==> config.mk <==
export PLATFORM = sky130hd
export DESIGN_NAME = exc_commit
export DESIGN_NICKNAME = d
export VERILOG_FILES = /design/src/rtl/exc_commit.sv
export SDC_FILE = /design/constraint.sdc
export NUM_CORES = 1
export LEC_CHECK = 0
export ABC_CLOCK_PERIOD_IN_PS = 2610
export CAP_MARGIN = 20
export CELL_PAD_IN_SITES_DETAIL_PLACEMENT = 2
export CELL_PAD_IN_SITES_GLOBAL_PLACEMENT = 2
export CORE_ASPECT_RATIO = 1.1
export CORE_MARGIN = 3
export CORE_UTILIZATION = 25
export CTS_CLUSTER_DIAMETER = 60
export DETAILED_ROUTE_END_ITERATION = 10
export GPL_TIMING_DRIVEN = 0
export PLACE_DENSITY_LB_ADDON = 0.05
export SYNTH_ARGS = -nofsm -noshare
export SYNTH_HDL_FRONTEND = slang
export SYNTH_SLANG_ARGS = --single-unit
export TNS_END_PERCENT = 20
==> constraint.sdc <==
create_clock -name clk -period 2.61 [get_ports clk]
set_input_delay 0.522 -clock clk [delete_from_list [all_inputs] [get_ports clk]]
set_output_delay 0.522 -clock clk [all_outputs]
set_load 0.05 [all_outputs]
==> src/rtl/exc_commit.sv <==
// Exception commit stage: picks the highest-priority cause, reports it to CP0 and redirects the front end.
// Optional macro EXC_TLB_EN enables decoding of the TLB/Mod cause bits 10-16.
module exc_commit #(
  parameter int unsigned FLUSH_CYCLES = 2
) (
  input  logic        clk,
  input  logic        resetn,
  input  logic        valid_i,
  output logic        ready_o,
  input  logic [31:0] exception_vector_i,
  input  logic [31:0] pc_i,
  input  logic [31:0] badvaddr_i,
  input  logic        bd_i,
  input  logic        cp0_bev_i,
  input  logic        cp0_exl_i,
  input  logic [31:0] cp0_epc_i,
  output logic        commit_valid_o,
  output logic        exc_valid_o,
  output logic [4:0]  exc_code_o,
  output logic [31:0] epc_o,
  output logic [31:0] badvaddr_o,
  output logic        bd_o,
  output logic        eret_o,
  output logic        flush_o,
  output logic [31:0] target_pc_o
);

  typedef enum logic [1:0] {S_IDLE, S_REPORT, S_FLUSH} state_e;

`ifdef EXC_TLB_EN
  localparam logic [31:0] LIVE_MASK = 32'h8007_FFFF;
  localparam bit          TLB_EN    = 1'b1;
`else
  localparam logic [31:0] LIVE_MASK = 32'h8006_03FF;
  localparam bit          TLB_EN    = 1'b0;
`endif

  localparam int unsigned PRIO_N = 20;
  localparam logic [4:0] PRIO [PRIO_N] = '{
    5'd0, 5'd1, 5'd10, 5'd11, 5'd18, 5'd17, 5'd5, 5'd6, 5'd7, 5'd2,
    5'd3, 5'd8, 5'd9, 5'd12, 5'd13, 5'd14, 5'd15, 5'd16, 5'd4, 5'd31
  };
  // REPORT is the first flush cycle, so the counter holds the cycles left after it.
  localparam logic [3:0] CNT_INIT = 4'(FLUSH_CYCLES - 1);

  logic [31:0] live;
  logic [4:0]  win;
  logic        win_found;
  logic [4:0]  win_code;
  logic        is_eret, is_refetch, is_fetch, is_refill;
  logic [31:0] vec_target;

  always_comb begin
    live      = exception_vector_i & LIVE_MASK;
    win       = 5'd0;
    win_found = 1'b0;
    // Scan lowest priority first so the highest-priority live cause is written last.
    for (int i = PRIO_N - 1; i >= 0; i--) begin
      if (live[PRIO[i]]) begin
        win       = PRIO[i];
        win_found = 1'b1;
      end
    end
  end

  always_comb begin
    case (win)
      5'd0:                      win_code = 5'h00;
      5'd16:                     win_code = 5'h01;
      5'd10, 5'd11, 5'd12, 5'd14: win_code = 5'h02;
      5'd13, 5'd15:              win_code = 5'h03;
      5'd1, 5'd8:                win_code = 5'h04;
      5'd9:                      win_code = 5'h05;
      5'd2:                      win_code = 5'h08;
      5'd3:                      win_code = 5'h09;
      5'd5:                      win_code = 5'h0A;
      5'd17, 5'd18:              win_code = 5'h0B;
      5'd6:                      win_code = 5'h0C;
      5'd7:                      win_code = 5'h0D;
      default:                   win_code = 5'h00;
    endcase
    is_eret    = (win == 5'd4);
    is_refetch = (win == 5'd31);
    is_fetch   = (win == 5'd1) || (win == 5'd10) || (win == 5'd11);
    is_refill  = TLB_EN && !cp0_exl_i && ((win == 5'd10) || (win == 5'd12) || (win == 5'd13));
    vec_target = (cp0_bev_i ? 32'hBFC0_0200 : 32'h8000_0000) + (is_refill ? 32'h0 : 32'h180);
  end

  state_e      state_q, state_d;
  logic [3:0]  cnt_q, cnt_d;
  logic        ready_q, ready_d, flush_q, flush_d;
  logic        commit_valid_q, commit_valid_d, exc_valid_q, exc_valid_d, eret_q, eret_d;
  logic [4:0]  exc_code_q, exc_code_d;
  logic [31:0] epc_q, epc_d, badvaddr_q, badvaddr_d, target_pc_q, target_pc_d;
  logic        bd_q, bd_d;

  always_comb begin
    state_d        = state_q;
    cnt_d          = cnt_q;
    ready_d        = ready_q;
    flush_d        = flush_q;
    commit_valid_d = 1'b0;
    exc_valid_d    = 1'b0;
    eret_d         = 1'b0;
    exc_code_d     = exc_code_q;
    epc_d          = epc_q;
    badvaddr_d     = badvaddr_q;
    bd_d           = bd_q;
    target_pc_d    = target_pc_q;
    case (state_q)
      S_IDLE: begin
        if (valid_i && ready_q) begin
          if (!win_found) begin
            commit_valid_d = 1'b1;
          end else begin
            state_d     = S_REPORT;
            cnt_d       = CNT_INIT;
            ready_d     = 1'b0;
            flush_d     = 1'b1;
            exc_valid_d = !is_eret && !is_refetch;
            eret_d      = is_eret;
            exc_code_d  = (is_eret || is_refetch) ? 5'h00 : win_code;
            epc_d       = bd_i ? pc_i - 32'd4 : pc_i;
            badvaddr_d  = is_fetch ? pc_i : badvaddr_i;
            bd_d        = bd_i;
            target_pc_d = is_eret ? cp0_epc_i : (is_refetch ? pc_i : vec_target);
          end
        end
      end
      S_REPORT, S_FLUSH: begin
        if (cnt_q == 4'd0) begin
          state_d = S_IDLE;
          ready_d = 1'b1;
          flush_d = 1'b0;
        end else begin
          state_d = S_FLUSH;
          cnt_d   = cnt_q - 4'd1;
        end
      end
      default: state_d = S_IDLE;
    endcase
  end

  // NOTE: sequential state uses non-blocking assignments so every flop samples pre-edge values.
  always_ff @(posedge clk or negedge resetn) begin
    if (!resetn) begin
      state_q        <= S_IDLE;
      cnt_q          <= 4'd0;
      ready_q        <= 1'b1;
      flush_q        <= 1'b0;
      commit_valid_q <= 1'b0;
      exc_valid_q    <= 1'b0;
      eret_q         <= 1'b0;
      exc_code_q     <= 5'h00;
      epc_q          <= 32'h0;
      badvaddr_q     <= 32'h0;
      bd_q           <= 1'b0;
      target_pc_q    <= 32'h0;
    end else begin
      state_q        <= state_d;
      cnt_q          <= cnt_d;
      ready_q        <= ready_d;
      flush_q        <= flush_d;
      commit_valid_q <= commit_valid_d;
      exc_valid_q    <= exc_valid_d;
      eret_q         <= eret_d;
      exc_code_q     <= exc_code_d;
      epc_q          <= epc_d;
      badvaddr_q     <= badvaddr_d;
      bd_q           <= bd_d;
      target_pc_q    <= target_pc_d;
    end
  end

  assign ready_o        = ready_q;
  assign flush_o        = flush_q;
  assign commit_valid_o = commit_valid_q;
  assign exc_valid_o    = exc_valid_q;
  assign eret_o         = eret_q;
  assign exc_code_o     = exc_code_q;
  assign epc_o          = epc_q;
  assign badvaddr_o     = badvaddr_q;
  assign bd_o           = bd_q;
  assign target_pc_o    = target_pc_q;

endmodule

After elaboration in Yosys (flattened, before gate mapping)
Memories as Yosys holds them, arrays and structs flattened.
Cells that the tools add are included.
{ "op_classes": {"muxes": 57, "n_reduce_logical": 15, "n_eq_ne": 11, "add_sub_neg": 3} }
{ "op_table": {"columns": ["cell", "count"], "rows": [
  ["2-to-1 mux 32 bit", 4],
  ["2-to-1 mux 5 bit", 14],
  ["adder 32 x 9 -> 32 bit, second input constant", 1],
  ["subtractor 32 x 3 -> 32 bit, second input constant", 1],
  ["2-to-1 mux 30 bit", 1],
  ["2-to-1 mux 1 bit", 28],
  ["2-to-1 mux 4 bit", 3],
  ["== test 5 x 4 -> 1 bit, second input constant", 2],
  ["inequality test 2 bit, second input constant", 4],
  ["case mux 4 bit (2 select lines)", 1],
  ["AND reduction 4 bit", 2],
  ["2-to-1 mux 2 bit", 3],
  ["== test 5 x 1 -> 1 bit, second input constant", 1],
  ["== test 5 x 3 -> 1 bit, second input constant", 1],
  ["== test 5 bit, second input constant", 1],
  ["zero test 4 bit", 1],
  ["case mux 1 bit (2 select lines)", 2],
  ["case mux 2 bit (2 select lines)", 1],
  ["subtractor 4 x 1 -> 4 bit, second input constant", 1],
  ["logical OR 1 bit", 3],
  ["AND reduction 3 bit", 1],
  ["== test 2 x 1 -> 1 bit, second input constant", 1],
  ["== test 2 bit, second input constant", 1],
  ["logical AND 1 bit", 2],
  ["5 further kinds", 6]
]} }
{ "word_totals": {"input_bits": 134, "n_memories": 1, "wordCells": 99, "romBits": 128, "ff_bits": 113, "out_inout_bits": 107} }
{ "memory_table": {"columns": ["memory", "depth", "word_bits", "rd", "rd_ports_with_merged_regs", "wr", "line_no", "source"], "rows": [
  ["(no name shown)", 32, 4, 1, 0, 0, "67", "case (win)"]
]} }

Logic depth before layout (Yosys ltp)
{ "depth": {"word_depth": 19, "mapped_depth": 11, "ltp_nobuf": 9} }

Worst setup path before layout
No wires, ideal clock.
{ "synth_path": {"kind": "input to register", "start": "in exception_vector_i[9]", "end": "reg target_pc_q[19] (netlist: target_pc_o[19])", "path_buffers": 1, "setup_ns": 0.127, "t_arrival_ns": 2.706, "required_time_ns": 2.483, "setup_slack_ns": -0.223, "stages": 10, "path_cell_list": "or4b_1 -> a211oi_1 -> nor2_1 -> nor2_1 -> inv_1 -> ha_1 -> o21a_1 -> and3_1 -> clkbuf_1 -> a221o_2"} }
{ "synth_via": {"elab_chain_len": 14, "word_cells_on_any_way": 27, "cone_classes": "2 x eq/ne; 24 x mux; 1 x reduce/logical"} }
{ "synth_rtl": {"columns": ["element", "line_no", "source"], "rows": [
  ["from (decl)", "10", "input logic [31:0] exception_vector_i,"],
  ["2-to-1 mux 5 bit (11 in series)", "59", "if (live[PRIO[i]]) begin"],
  ["== test 5 bit", "83", "is_refetch = (win == 5'd31);"],
  ["2-to-1 mux 32 bit (2 in series)", "126", "target_pc_d = is_eret ? cp0_epc_i : (is_refetch ? pc_i : vec_target);"],
  ["to (signal assigned)", "171", "target_pc_q <= target_pc_d;"],
  ["to (decl)", "94", "logic [31:0] epc_q, epc_d, badvaddr_q, badvaddr_d, target_pc_q, target_pc_d;"]
]} }
Several ways; a longest one is shown, not always the timed one.
A chain may end at the register's enable or synchronous reset.

Worst setup path in the final report
{ "layout_path": {"start": "in exception_vector_i[4]", "end": "reg target_pc_q[24] (netlist: target_pc_o[24])"} }
{ "layout_via": {"elab_chain_len": 15, "word_cells_on_any_way": 29, "cone_classes": "2 x eq/ne; 26 x mux; 1 x reduce/logical"} }
{ "layout_rtl": {"columns": ["element", "line_no"], "rows": [
  ["2-to-1 mux 5 bit (12 in series)", "59"],
  ["== test 5 bit", "83"],
  ["2-to-1 mux 32 bit (2 in series)", "126"]
]} }
Several ways; a longest one is shown, not always the timed one.

==> metrics <==
status finished with violations; violated checks setup timing; clk_lat worst skew 370 ps; initial antenna violation count 0; flops & latches, synth approximately 110; vias in the first global route about 7200; maximum VDD drop approximately 0.46 mV; slowest stage delay, CP around 550 ps; xor-xnor portion of the synthesized cell area 4.04%; combinational share of power between 50% and 60%; most common cell in the netlist dfrtp_1; die area around 26000 µm²; Clock Power Share around 16%; Syn Inst Count about 650; Slew Limit Fails 0; DP HPWL ~21 mm; global-route wire length before repair ~44 mm; Sw Share 48.2%; wire per inst around 24 µm; num rows 59; Final Non-Filler Cells between 1000 and 1500; Worst setup SP type primary input; PD cells slightly above 900 nW/µm²; WP buf/inv 4; Synth Warn # 0; Reg clk slew, reported paths roughly 90 ps; drt total wl between 20 and 30 mm; CP max stage cell or4b_4; DP Cell Count approximately 1200; ANT nets after route 0; largest net degree at the start of global routing just over 90; DRC 0; Post-synth EDFFs 0; fin crit share 101%; Core Area about 24000 µm²; clk root buf clkbuf_16; Min-Delay Path Class in -> async; via count 6332; critical path cell sequence buf_8 -> or4b_4 -> a211oi_4 -> nor2_2 -> nor2_4 -> buf_6 -> ha_4 -> nand4_1 -> buf_6 -> a211oi_4 -> clkbuf_16 -> a221oi_2; layout net count between 1000 and 1500; skew final between 10 and 15 ps; IO Port Bufs 215; Simple-Gate Fraction of Synth Area 19.9%; total grt overflow 0; max_slew headroom between 40% and 50%; Seq pwr share about 30%; Leakage Power 4.14 nW; Pre-antenna DRT Iters 4; Post-synth top cells dfrtp_1 (111), o21ai_0 (66), nand2_1 (65); mux share of post-synthesis cell area 0.165%; CTS Hold Bufs 0; Top FF cell, synth dfrtp_1; syn avg cell area roughly 9.3 µm²; final worst slack -22.9 ps; internal power approximately 4.9 mW; cts bufs inserted 9; minimum clock period around 2600 ps; Die Y between 150 and 200 µm; iteration-0 DRC count of the detailed router 209; slew of the pin with the lowest slew margin between 700 and 800 ps; Compound-Gate Fraction of Synth Area around 22%; CTS tree built; WP data required 2860 ps; Area Overhead vs Synth 68.3%; top cell type's share of synthesized area around 46%; Hold WS about 11 ps; top cells by area, synth dfrtp_1 (46%), o21ai_0 (5.4%), nand2_1 (4.0%); area leader, netlist dfrtp_1; WS Path Type in -> reg; WP data arrival 2890 ps; share of cells above drive strength 1 roughly 22%; max frequency 380 MHz; Psw 4.51 mW; Synthesized Nets between 700 and 800; crit-path max FO 5; clk buf depth 2; Tot GR Track Use 21.4%; I/O pin total around 240; largest family of logic cells by synthesized area compound AO/OA/AOI/OAI gates; sequential cell area fraction in the yosys report between 40% and 50%; Placer Congestion approximately 0.83; unrepaired setup endpoints after global routing yes; Synth Area in Adders 1.86%; final hold vios 0; DR vias/cell 5.18; # Max-Cap Violations 0; Post-synth ARST share between 90% and 100%; Die Width 154 µm; CTS H-tree depth 3; endpoints failing setup 9; Clock Sinks between 100 and 150; crit path capture type flop; Mapped Area 6060 µm²; Initial Util between 20% and 30%; critical path's top delay family simple AND/OR/NAND/NOR gates; Yosys cell types 65
## registers in the layout, summed over array words and instances (netlist names), 2 cells and up
register / count
target_pc_o: 32
epc_o: 32
badvaddr_o: 32
cnt_q: 4
state_q: 2
exc_code_o: 4
## final timing paths
path                                  startpoint         endpoint  slack [ps]  cells past startpoint
max in group asynchronous                 resetn  target_pc_o[22]        1840                      2
min in group clk                        pc_i[22]  target_pc_o[22]         460                      3
hold / removal                            resetn    badvaddr_o[7]          10                      1
hold reg to reg                         epc_o[0]         epc_o[0]         480                      2
setup / recovery           exception_vector_i[4]  target_pc_o[24]         -20                     12
setup reg to reg                      state_q[0]   badvaddr_o[23]         500                      8
## power by group through the flow
| stage | sequential (mW) | clock (mW) | combinational (mW) |
|---|---|---|---|
| global route | 2.88 | 1.61 | 5.35 |
| global placement | 2.77 | 0 | 4.78 |
| floorplan | 4.90 | 0 | 0.825 |
| CTS | 2.79 | 1.54 | 4.97 |
| finish | 2.79 | 1.49 | 5.07 |
| detailed placement | 2.82 | 0 | 4.89 |
## worst register-to-register path, cell delays in order (launching register included)
cell      delay [ps]
dfrtp_1          370
inv_1             70
ha_1             200
nand3_1          140
nor2b_1          270
clkbuf_2         410
clkbuf_2         350
nor2_1           110
a21oi_2          140
## repair_timing
item | CTS | global route
endpoints found under the setup margin | 109 | 103
buffers inserted | 15 | 10
pin swaps | 23 | 40
gates cloned | 3 | 6
gates resized for setup | 115 | 129
## metrics by stage
stage	setup TNS [ps]	power (mW)	setup WS, ps	cell area, µm²	util, %
after global placement	-532890	7.55	-3830	8650	36.4
after CTS	-18.1	9.30	-7.87	9550	40.2
after detailed placement	-114020	7.71	-1500	8690	36.6
after floorplan	-1600	5.73	-45.1	6120	-
after global routing	-3420	9.84	-116	10200	42.9
final	-110	9.36	-22.9	10200	42.9
## cell type report
cell class	instances	area (µm²)
clock buffers	11	243
flip-flops and latches	112	2800
plain buffers	44	447
diodes	1	2.50
well taps	305	382
fillers	2475	13600
clock inverters	5	65.1
inverters	21	81.3
multi-input cells	472	3580
repair buffers	252	2610
## cell families (layout without fill, tap and decap cells)
logic type / after synthesis / in the layout
AO/OA/AOI/OAI: 208 / 208
XOR/XNOR: 28 / 28
adder cells (fa/ha/maj): 9 / 9
buffers and inverters: 67 / 333
flip-flops: 112 / 112
multiplexers: 1 / 1
other: 1 / 2
AND/OR/NAND/NOR: 225 / 225
## placed cells by master (no fill, tap or decap), types with 4 or more instances in the layout
cell type,Yosys,routed
o22ai_1,6,5
a21oi_1,38,25
ha_4,0,4
nand3_1,9,9
ha_1,9,5
o21ai_1,5,20
o21ai_2,4,8
a221oi_2,0,9
nor2_1,55,52
buf_6,3,15
a31oi_1,33,8
and2_1,20,20
a31oi_4,0,15
nand4_1,4,4
a31oi_2,0,10
a221o_1,20,20
nor3_1,20,16
clkbuf_1,25,7
nor4_2,5,5
xnor2_1,19,19
clkdlybuf4s50_1,0,186
buf_4,2,28
xor2_1,9,9
clkbuf_16,0,18
dfrtp_1,111,111
inv_1,21,20
buf_2,12,8
a21oi_2,0,13
clkbuf_2,0,10
nor4_1,7,5
buf_8,0,6
or3_1,8,6
dlygate4sd2_1,0,6
buf_12,0,4
nor4_4,4,6
dlymetal6s2s_1,0,14
nand2_1,65,63
o21ai_0,66,47
nand3b_1,6,6
## layer usage
metal  vias up  global-route usage, %  wire (µm)
met2       168                   38.5      15200
met1      3250                   27.2      12400
li1       2893                      -          -
met5         -                      0          0
met3        21                   4.21       1440
met4         0                   3.30        334
Power figures use the tool's default switching activity.
